--- src/rtl/kick_timer.sv ---
// kick_timer: restartable one-shot / auto-reload event timer with period counter.
// Optional prescaler enabled by defining KICK_PRESCALE_EN.
module kick_timer #(
    parameter int WIDTH         = 16,
    parameter int DEFAULT_LIMIT = 43840,
    parameter int PRESCALE      = 4
) (
    input  logic             clk,
    input  logic             resetn,
    input  logic             go,
    input  logic             en,
    input  logic             abort,
    input  logic [WIDTH-1:0] limit,
    input  logic             periodic,
    output logic [WIDTH-1:0] count,
    output logic             busy,
    output logic             done,
    output logic [7:0]       wraps
);

    typedef enum logic [1:0] {
        IDLE = 2'd0,
        RUN  = 2'd1,
        HALT = 2'd2
    } state_t;

    localparam logic [WIDTH-1:0] DEF_L = WIDTH'(DEFAULT_LIMIT);

    // Parameter sanity: a zero or oversized default limit breaks the terminal compare.
    if (DEFAULT_LIMIT < 1 || DEFAULT_LIMIT >= (2 ** WIDTH)) begin : g_bad_limit
        $error("kick_timer: DEFAULT_LIMIT must be in 1..2**WIDTH-1");
    end
    if (PRESCALE < 2) begin : g_bad_prescale
        $error("kick_timer: PRESCALE must be >= 2");
    end

    state_t           state_q;
    state_t           state_d;
    logic [WIDTH-1:0] count_q;
    logic [WIDTH-1:0] count_d;
    logic [WIDTH-1:0] lim_q;
    logic [WIDTH-1:0] lim_d;
    logic             per_q;
    logic             per_d;
    logic [7:0]       wraps_q;
    logic [7:0]       wraps_d;
    logic [7:0]       wraps_inc;
    logic             done_q;
    logic             done_d;
    logic             busy_q;
    logic             busy_d;
    logic             tick;
    logic             last;

`ifdef KICK_PRESCALE_EN
    localparam int PW = (PRESCALE > 2) ? $clog2(PRESCALE) : 1;
    localparam logic [PW-1:0] PRE_TOP = PW'(PRESCALE - 1);

    logic [PW-1:0] pre_q;
    logic [PW-1:0] pre_d;

    assign tick = (state_q == RUN) && en && (pre_q == PRE_TOP);

    // Prescaler: counts enabled RUN cycles, wraps on each tick.
    always_comb begin
        pre_d = pre_q;
        if (abort || go) begin
            pre_d = '0;
        end else if (state_q == RUN && en) begin
            pre_d = tick ? '0 : pre_q + 1'b1;
        end
    end

    // Prescaler register.
    always_ff @(posedge clk) begin
        if (!resetn) begin
            pre_q <= '0;
        end else begin
            pre_q <= pre_d;
        end
    end
`else
    assign tick = (state_q == RUN) && en;
`endif

    // lim_q is never zero, so L-1 cannot underflow.
    assign last      = (count_q == lim_q - 1'b1);
    assign wraps_inc = (wraps_q == 8'hFF) ? 8'hFF : wraps_q + 8'd1;

    // Next-state and datapath: abort beats go beats tick.
    always_comb begin
        state_d = state_q;
        count_d = count_q;
        wraps_d = wraps_q;
        lim_d   = lim_q;
        per_d   = per_q;
        done_d  = 1'b0;
        if (abort) begin
            state_d = IDLE;
        end else if (go) begin
            state_d = RUN;
            count_d = '0;
            wraps_d = 8'd0;
            lim_d   = (limit == '0) ? DEF_L : limit;
            per_d   = periodic;
        end else begin
            unique case (state_q)
                RUN: begin
                    if (tick) begin
                        if (last) begin
                            done_d = 1'b1;
                            if (per_q) begin
                                count_d = '0;
                                wraps_d = wraps_inc;
                            end else begin
                                count_d = lim_q;
                                wraps_d = 8'd1;
                                state_d = HALT;
                            end
                        end else begin
                            count_d = count_q + 1'b1;
                        end
                    end
                end
                IDLE: begin
                    state_d = IDLE;
                end
                HALT: begin
                    state_d = HALT;
                end
                default: begin
                    state_d = IDLE;
                end
            endcase
        end
        busy_d = (state_d == RUN);
    end

    // State and datapath registers with synchronous reset.
    always_ff @(posedge clk) begin
        if (!resetn) begin
            state_q <= IDLE;
            count_q <= '0;
            wraps_q <= 8'd0;
            lim_q   <= DEF_L;
            per_q   <= 1'b0;
            done_q  <= 1'b0;
            busy_q  <= 1'b0;
        end else begin
            state_q <= state_d;
            count_q <= count_d;
            wraps_q <= wraps_d;
            lim_q   <= lim_d;
            per_q   <= per_d;
            done_q  <= done_d;
            busy_q  <= busy_d;
        end
    end

    assign count = count_q;
    assign busy  = busy_q;
    assign done  = done_q;
    assign wraps = wraps_q;

endmodule

--- config.mk ---
export PLATFORM = sky130hd
export DESIGN_NAME = kick_timer
export DESIGN_NICKNAME = d
export VERILOG_FILES = /design/src/rtl/kick_timer.sv
export SDC_FILE = /design/constraint.sdc
export NUM_CORES = 1
export LEC_CHECK = 0
export ABC_AREA = 1
export BUFFER_PORTS_ARGS = -buffer_cell sky130_fd_sc_hd__buf_2
export CAP_MARGIN = 10
export CORE_AREA = 5 5 91 93
export DETAILED_ROUTE_END_ITERATION = 7
export DIE_AREA = 0 0 96 98
export PLACE_DENSITY = 0.77
export SLEW_MARGIN = 20
export SYNTH_ARGS = -nofsm -noshare
export SYNTH_HDL_FRONTEND = slang
export SYNTH_SLANG_ARGS = --single-unit
--- constraint.sdc ---
create_clock -name clk -period 2.7 [get_ports clk]
set_clock_uncertainty 0.2 [all_clocks]
set_input_delay 0.135 -clock clk [delete_from_list [all_inputs] [get_ports clk]]
set_output_delay 0.135 -clock clk [all_outputs]
set_load 0.02 [all_outputs]
# Word-level counts from Yosys, hierarchy flattened
# Cells that the tools add are included.
# word_totals
reg_bits	45
out_inout_bits	26
word_cells	47
inputBits	22
# op_classes
bitwise	4
addsub	3
reduce_logical	9
n_eq_ne	5
n_mux	19
# op_table
operator	n
$mux W16	6
$mux W8	6
$add A16 B1 Y16 const B	1
$eq A16 B16 Y1	1
$logic_not A16 Y1	1
$sub A16 B1 Y16 const B	1
$mux W2	5
$add A8 B1 Y8 const B	1
$eq A8 B8 Y1 const B	1
$reduce_bool A2 Y1	3
$reduce_or A5 Y1	1
$eq A2 B1 Y1 const B	2
$not A1 Y1	4
$pmux W2 S2	1
$reduce_and A4 Y1	1
$reduce_and A3 Y1	1
$eq A2 B2 Y1 const B	1
$reduce_and A2 Y1	1
$logic_and A1 B1 Y1	1
$mux W1	1

# Logic depth before layout (Yosys ltp)
# depth
depth_word	8
mapped_depth	17
ltp_nobuf	16

# Worst setup path after synthesis
# No wires, ideal clock.
# synth_timing
kind	register to register
startpoint	register lim_q[0]
endpoint	register wraps_q[2] (netlist: wraps[2])
arrival_time_ns	1.914
stages_incl_launch_ff	17
n_path_buf	1
setup_time_ns	0.114
synth_period_minus_slack_ns	2.228
required_time_ns	2.386
setup_slack_ns	0.472
cell_sequence	dfxtp_1 inv_1 ha_1 nand2_1 nor2_2 nor2_1 nor2_1 nand3_1 nor2_1 nand2_1 nor2_4 nand3_4 nand2_2 buf_6 nand2_1 nand2_1 nor2_2
# synth_between
elab_chain_len	4
# synth_lines
item	line_no	source
start, declared	41	logic [WIDTH-1:0] lim_q;
start signal, assigned	153	lim_q <= lim_d;
$sub A16 B1 Y16	87	assign last = (count_q == lim_q - 1'b1);
$eq A16 B16 Y1	87	
$reduce_bool A2 Y1 (no source line)	-	
$reduce_and A4 Y1 (no source line)	-	
end signal, assigned	152	wraps_q <= wraps_d;
end, declared	45	logic [7:0] wraps_q;
# No other way between the ends.
# A chain may end at the register's enable or synchronous reset.

# Worst setup path after layout
# layout_timing
startpoint	register lim_q[0]
endpoint	register count_q[7] (netlist: count[7])
# layout_between
elab_chain_len	6
# layout_lines
item	line_no	source
$sub A16 B1 Y16	87	
$eq A16 B16 Y1	87	
$mux W16	110	if (last) begin
$mux W16	109	if (tick) begin
$mux W16	107	unique case (state_q)
$mux W16	100	end else if (go) begin
end signal, assigned	151	count_q <= count_d;
end, declared	39	logic [WIDTH-1:0] count_q;
# No other way between the ends. The select of a mux whose other input is x is not followed.

==> results.json <==
{
  "synth_nets": 551,
  "hold_viol_final": 0,
  "place.gp.congestion": 0.968,
  "nets": 617,
  "slowest_delay_ns": 0.37,
  "core-area_um2": 7450,
  "grt_usage": 0.215,
  "leakage_nw": 1.81,
  "fin_area_um2": 3890,
  "final.setup.tns_ns": 0,
  "r2r-end": "count[7]$_SDFFE_PN0P_",
  "drc": 0,
  "worst_path_max_delay_cell": "dfxtp_1",
  "dieArea_um2": 9410,
  "synthSimpleGateAreaFrac": 0.465,
  "crit_path_end_kind": "flip-flop",
  "drtPass1Iterations": 4,
  "fin_hold_ws_ns": 0.0203,
  "setup_viol": 0,
  "crit_buf_inv": 2,
  "synthMuxAreaShare": 0,
  "cts_tree": "yes",
  "r2r_setup_slack_ns": 0.21,
  "period_minus_slack_ns": 2.49,
  "die_w_um": 96,
  "r2r_start": "lim_q[0]$_SDFFE_PN0P_",
  "synthAdderAreaFrac": 0.0193,
  "rsz0062_at_grt": "no",
  "fp-row-count": 32,
  "cts.sinks": 45,
  "antenna_found_initial": 0,
  "area_growth_pct": 19.8,
  "clkSlewWorstSetupHoldPaths_ns": 0.10,
  "start_kind": "flip-flop",
  "ys_top_cells_by_area": "dfxtp_1, nand2_1, nand3_1",
  "cp_max_fo": 14,
  "synth_area_um2": 3250,
  "critPathKind": "flip-flop to flip-flop",
  "io_buffers": 47,
  "min_to": "wraps[4]$_SDFFE_PN0P_",
  "ys_types": 36,
  "critPathTopFamily": "simple AND/OR/NAND/NOR gates",
  "grt_overflow": 0,
  "synth_top_family_by_area": "simple AND/OR/NAND/NOR gates",
  "clockBufferDepth": 2,
  "status": "completed",
  "io_pins": 48,
  "critPathRequiredTime_ns": 2.67,
  "synthXorXnorAreaFrac": 0.0647,
  "synth.most_common_cell": "nand2_1",
  "avgSynthCellArea_um2": 6.20,
  "cts_max_level": 2,
  "nFillCells": 776,
  "die_height_um": 98,
  "synth_warnings": 0,
  "grt_pass1_vias": 3545,
  "ys_seq_area_frac": 0.277,
  "powerDensity_nw_per_um2": 373,
  "cap_viol_max_count": 0,
  "n_antenna_cell": 0,
  "max_slew.worst_pin.slew_ns": 0.819,
  "grt_max_degree": 24,
  "clock_latency_ns": 0.31,
  "drv_slew": 0,
  "synth_compound_gate_area_share": 0.0948,
  "cts_root_buf": "clkbuf_8",
  "drtIter0Drc": 275,
  "yosys.area.top_type_share": 0.277,
  "yosys.area.top_type": "dfxtp_1",
  "reg2reg_depth": 13,
  "crit_arrival_ns": 2.46,
  "drt-total-wl_um": 9620,
  "ir_drop_uv": 267,
  "dp_hpwl_um": 6950,
  "synth_seq_cells": 45,
  "path_cells": "inv_1 > ha_1 > nand2_1 > nand2_1 > xor2_2 > nand3_1 > nor2_1 > nand2_1 > nor2_4 > buf_4 > nand3_1 > nand3_1 > a21oi_1",
  "synthFlopType": "dfxtp_1",
  "holdPathStages": 4,
  "viasPerCell": 5.23,
  "fmax_mhz": 401,
  "ant_nets": 0,
  "synthTopCellsByCount": "nand2_1, nor2_1, nand3_1",
  "vias": 3623,
  "synthCells": 524,
  "hold_path.startpoint": "go",
  "finalCritPeriodShare": 0.923,
  "grt_pass1_wl_um": 16400,
  "ys_async_sr_fraction": 0,
  "drive_gt1_frac": 0.161,
  "synth_edf_count": 0,
  "hold_path.class": "input port to flip-flop",
  "slew-limit-headroom": 0.453,
  "placed_area_um2": 3600,
  "initial_core_util": 0.436,
  "cts_made_buffers": 5,
  "wire_per_inst_um": 13.9
}
## power breakdown
group	internal (mW)	switching, mW	leakage (nW)
logic	0.109	0.183	1.41
registers	0.687	0.0360	0.367
clock network	0.183	0.255	0.0374
## tightest hold or removal path, delay by kind of cell
family / cells / cell delay, ns
and+or+nand+nor: 1 / 0.05
buffers and inverters: 1 / 0.11
AOI/OAI and AO/OA: 2 / 0.19
## how the worst max path moves through the flow
| stage | from | cells past startpoint | endpoint | slack (ns) |
|---|---|---|---|---|
| 5_1_grt | lim_q[0]$_SDFFE_PN0P_ | 14 | count[4]$_SDFFE_PN0P_ | 0.004 |
| 3_3_place_gp | lim_q[0]$_SDFFE_PN0P_ | 15 | wraps[2]$_SDFFE_PN0P_ | 0.27 |
| 3_5_place_dp | lim_q[0]$_SDFFE_PN0P_ | 15 | wraps[0]$_SDFFE_PN0P_ | 0.17 |
| 2_1_floorplan | lim_q[0]$_SDFFE_PN0P_ | 16 | wraps[2]$_SDFFE_PN0P_ | 0.47 |
| 4_1_cts | lim_q[0]$_SDFFE_PN0P_ | 15 | wraps[0]$_SDFFE_PN0P_ | 0.15 |
| 6_report | lim_q[0]$_SDFFE_PN0P_ | 13 | count[7]$_SDFFE_PN0P_ | 0.21 |
## stage by stage
stage	setup WS [ns]	power [mW]	util	instances
6_report	0.208	1.45	0.523	693
5_1_grt	0.00381	1.53	0.523	693
4_1_cts	0.154	1.45	0.519	693
3_5_place_dp	0.173	0.999	0.483	667
3_3_place_gp	0.272	0.994	0.483	667
2_1_floorplan	0.472	0.920	-	524
## sequential cells by signal, summed over array words and instances, names as in the netlist
name     flops
count       16
lim_q       16
wraps        8
state_q      2
busy         1
done         1
per_q        1
## cell usage in the layout, fill, tap and decap left out, types with 3 or more instances in the layout
cell type / count
a211oi_1: 9
a21oi_1: 17
buf_2: 47
buf_4: 8
clkbuf_8: 5
dfxtp_1: 45
dlygate4sd3_1: 18
ha_1: 5
inv_1: 43
inv_2: 5
nand2_1: 152
nand2_2: 5
nand3_1: 60
nand3b_1: 3
nand4_1: 5
nor2_1: 75
nor2_2: 11
nor2_4: 4
nor4_1: 6
o21ai_0: 15
o22ai_1: 7
xnor2_1: 5
xor2_1: 18
## final cells by class
cell class	count	area [µm²]	area share
multi-input cells	416	2120	0.544
flip-flops and latches	45	901	0.231
well taps	102	128	0.0328
clock inverters	2	15.0	0.00386
clock buffers	6	72.6	0.0186
inverters	49	184	0.0473
repair buffers	73	475	0.122
## metal layers
metal / track usage / vias to the layer above / part of all wire
met5: 0 / - / 0
met4: 0.0788 / 0 / 0.020
met3: 0.0385 / 16 / 0.065
met2: 0.341 / 118 / 0.48
met1: 0.287 / 1664 / 0.44
li1: - / 1825 / -
## kinds of logic after synthesis
kind of cell / count (synthesis)
fa+ha+maj: 5
buf+inv: 63
simple gates: 334
flops: 45
compound gates: 53
xor+xnor: 24
## repair_timing
item | CTS | global route
endpoints found under the setup margin | 0 | 22
setup buffers | 0 | 0
hold buffers | 18 | 0
hold endpoints to repair | 19 | 0
gates resized for setup | 0 | 5
No activity file was read; power rests on OpenSTA's default activity.
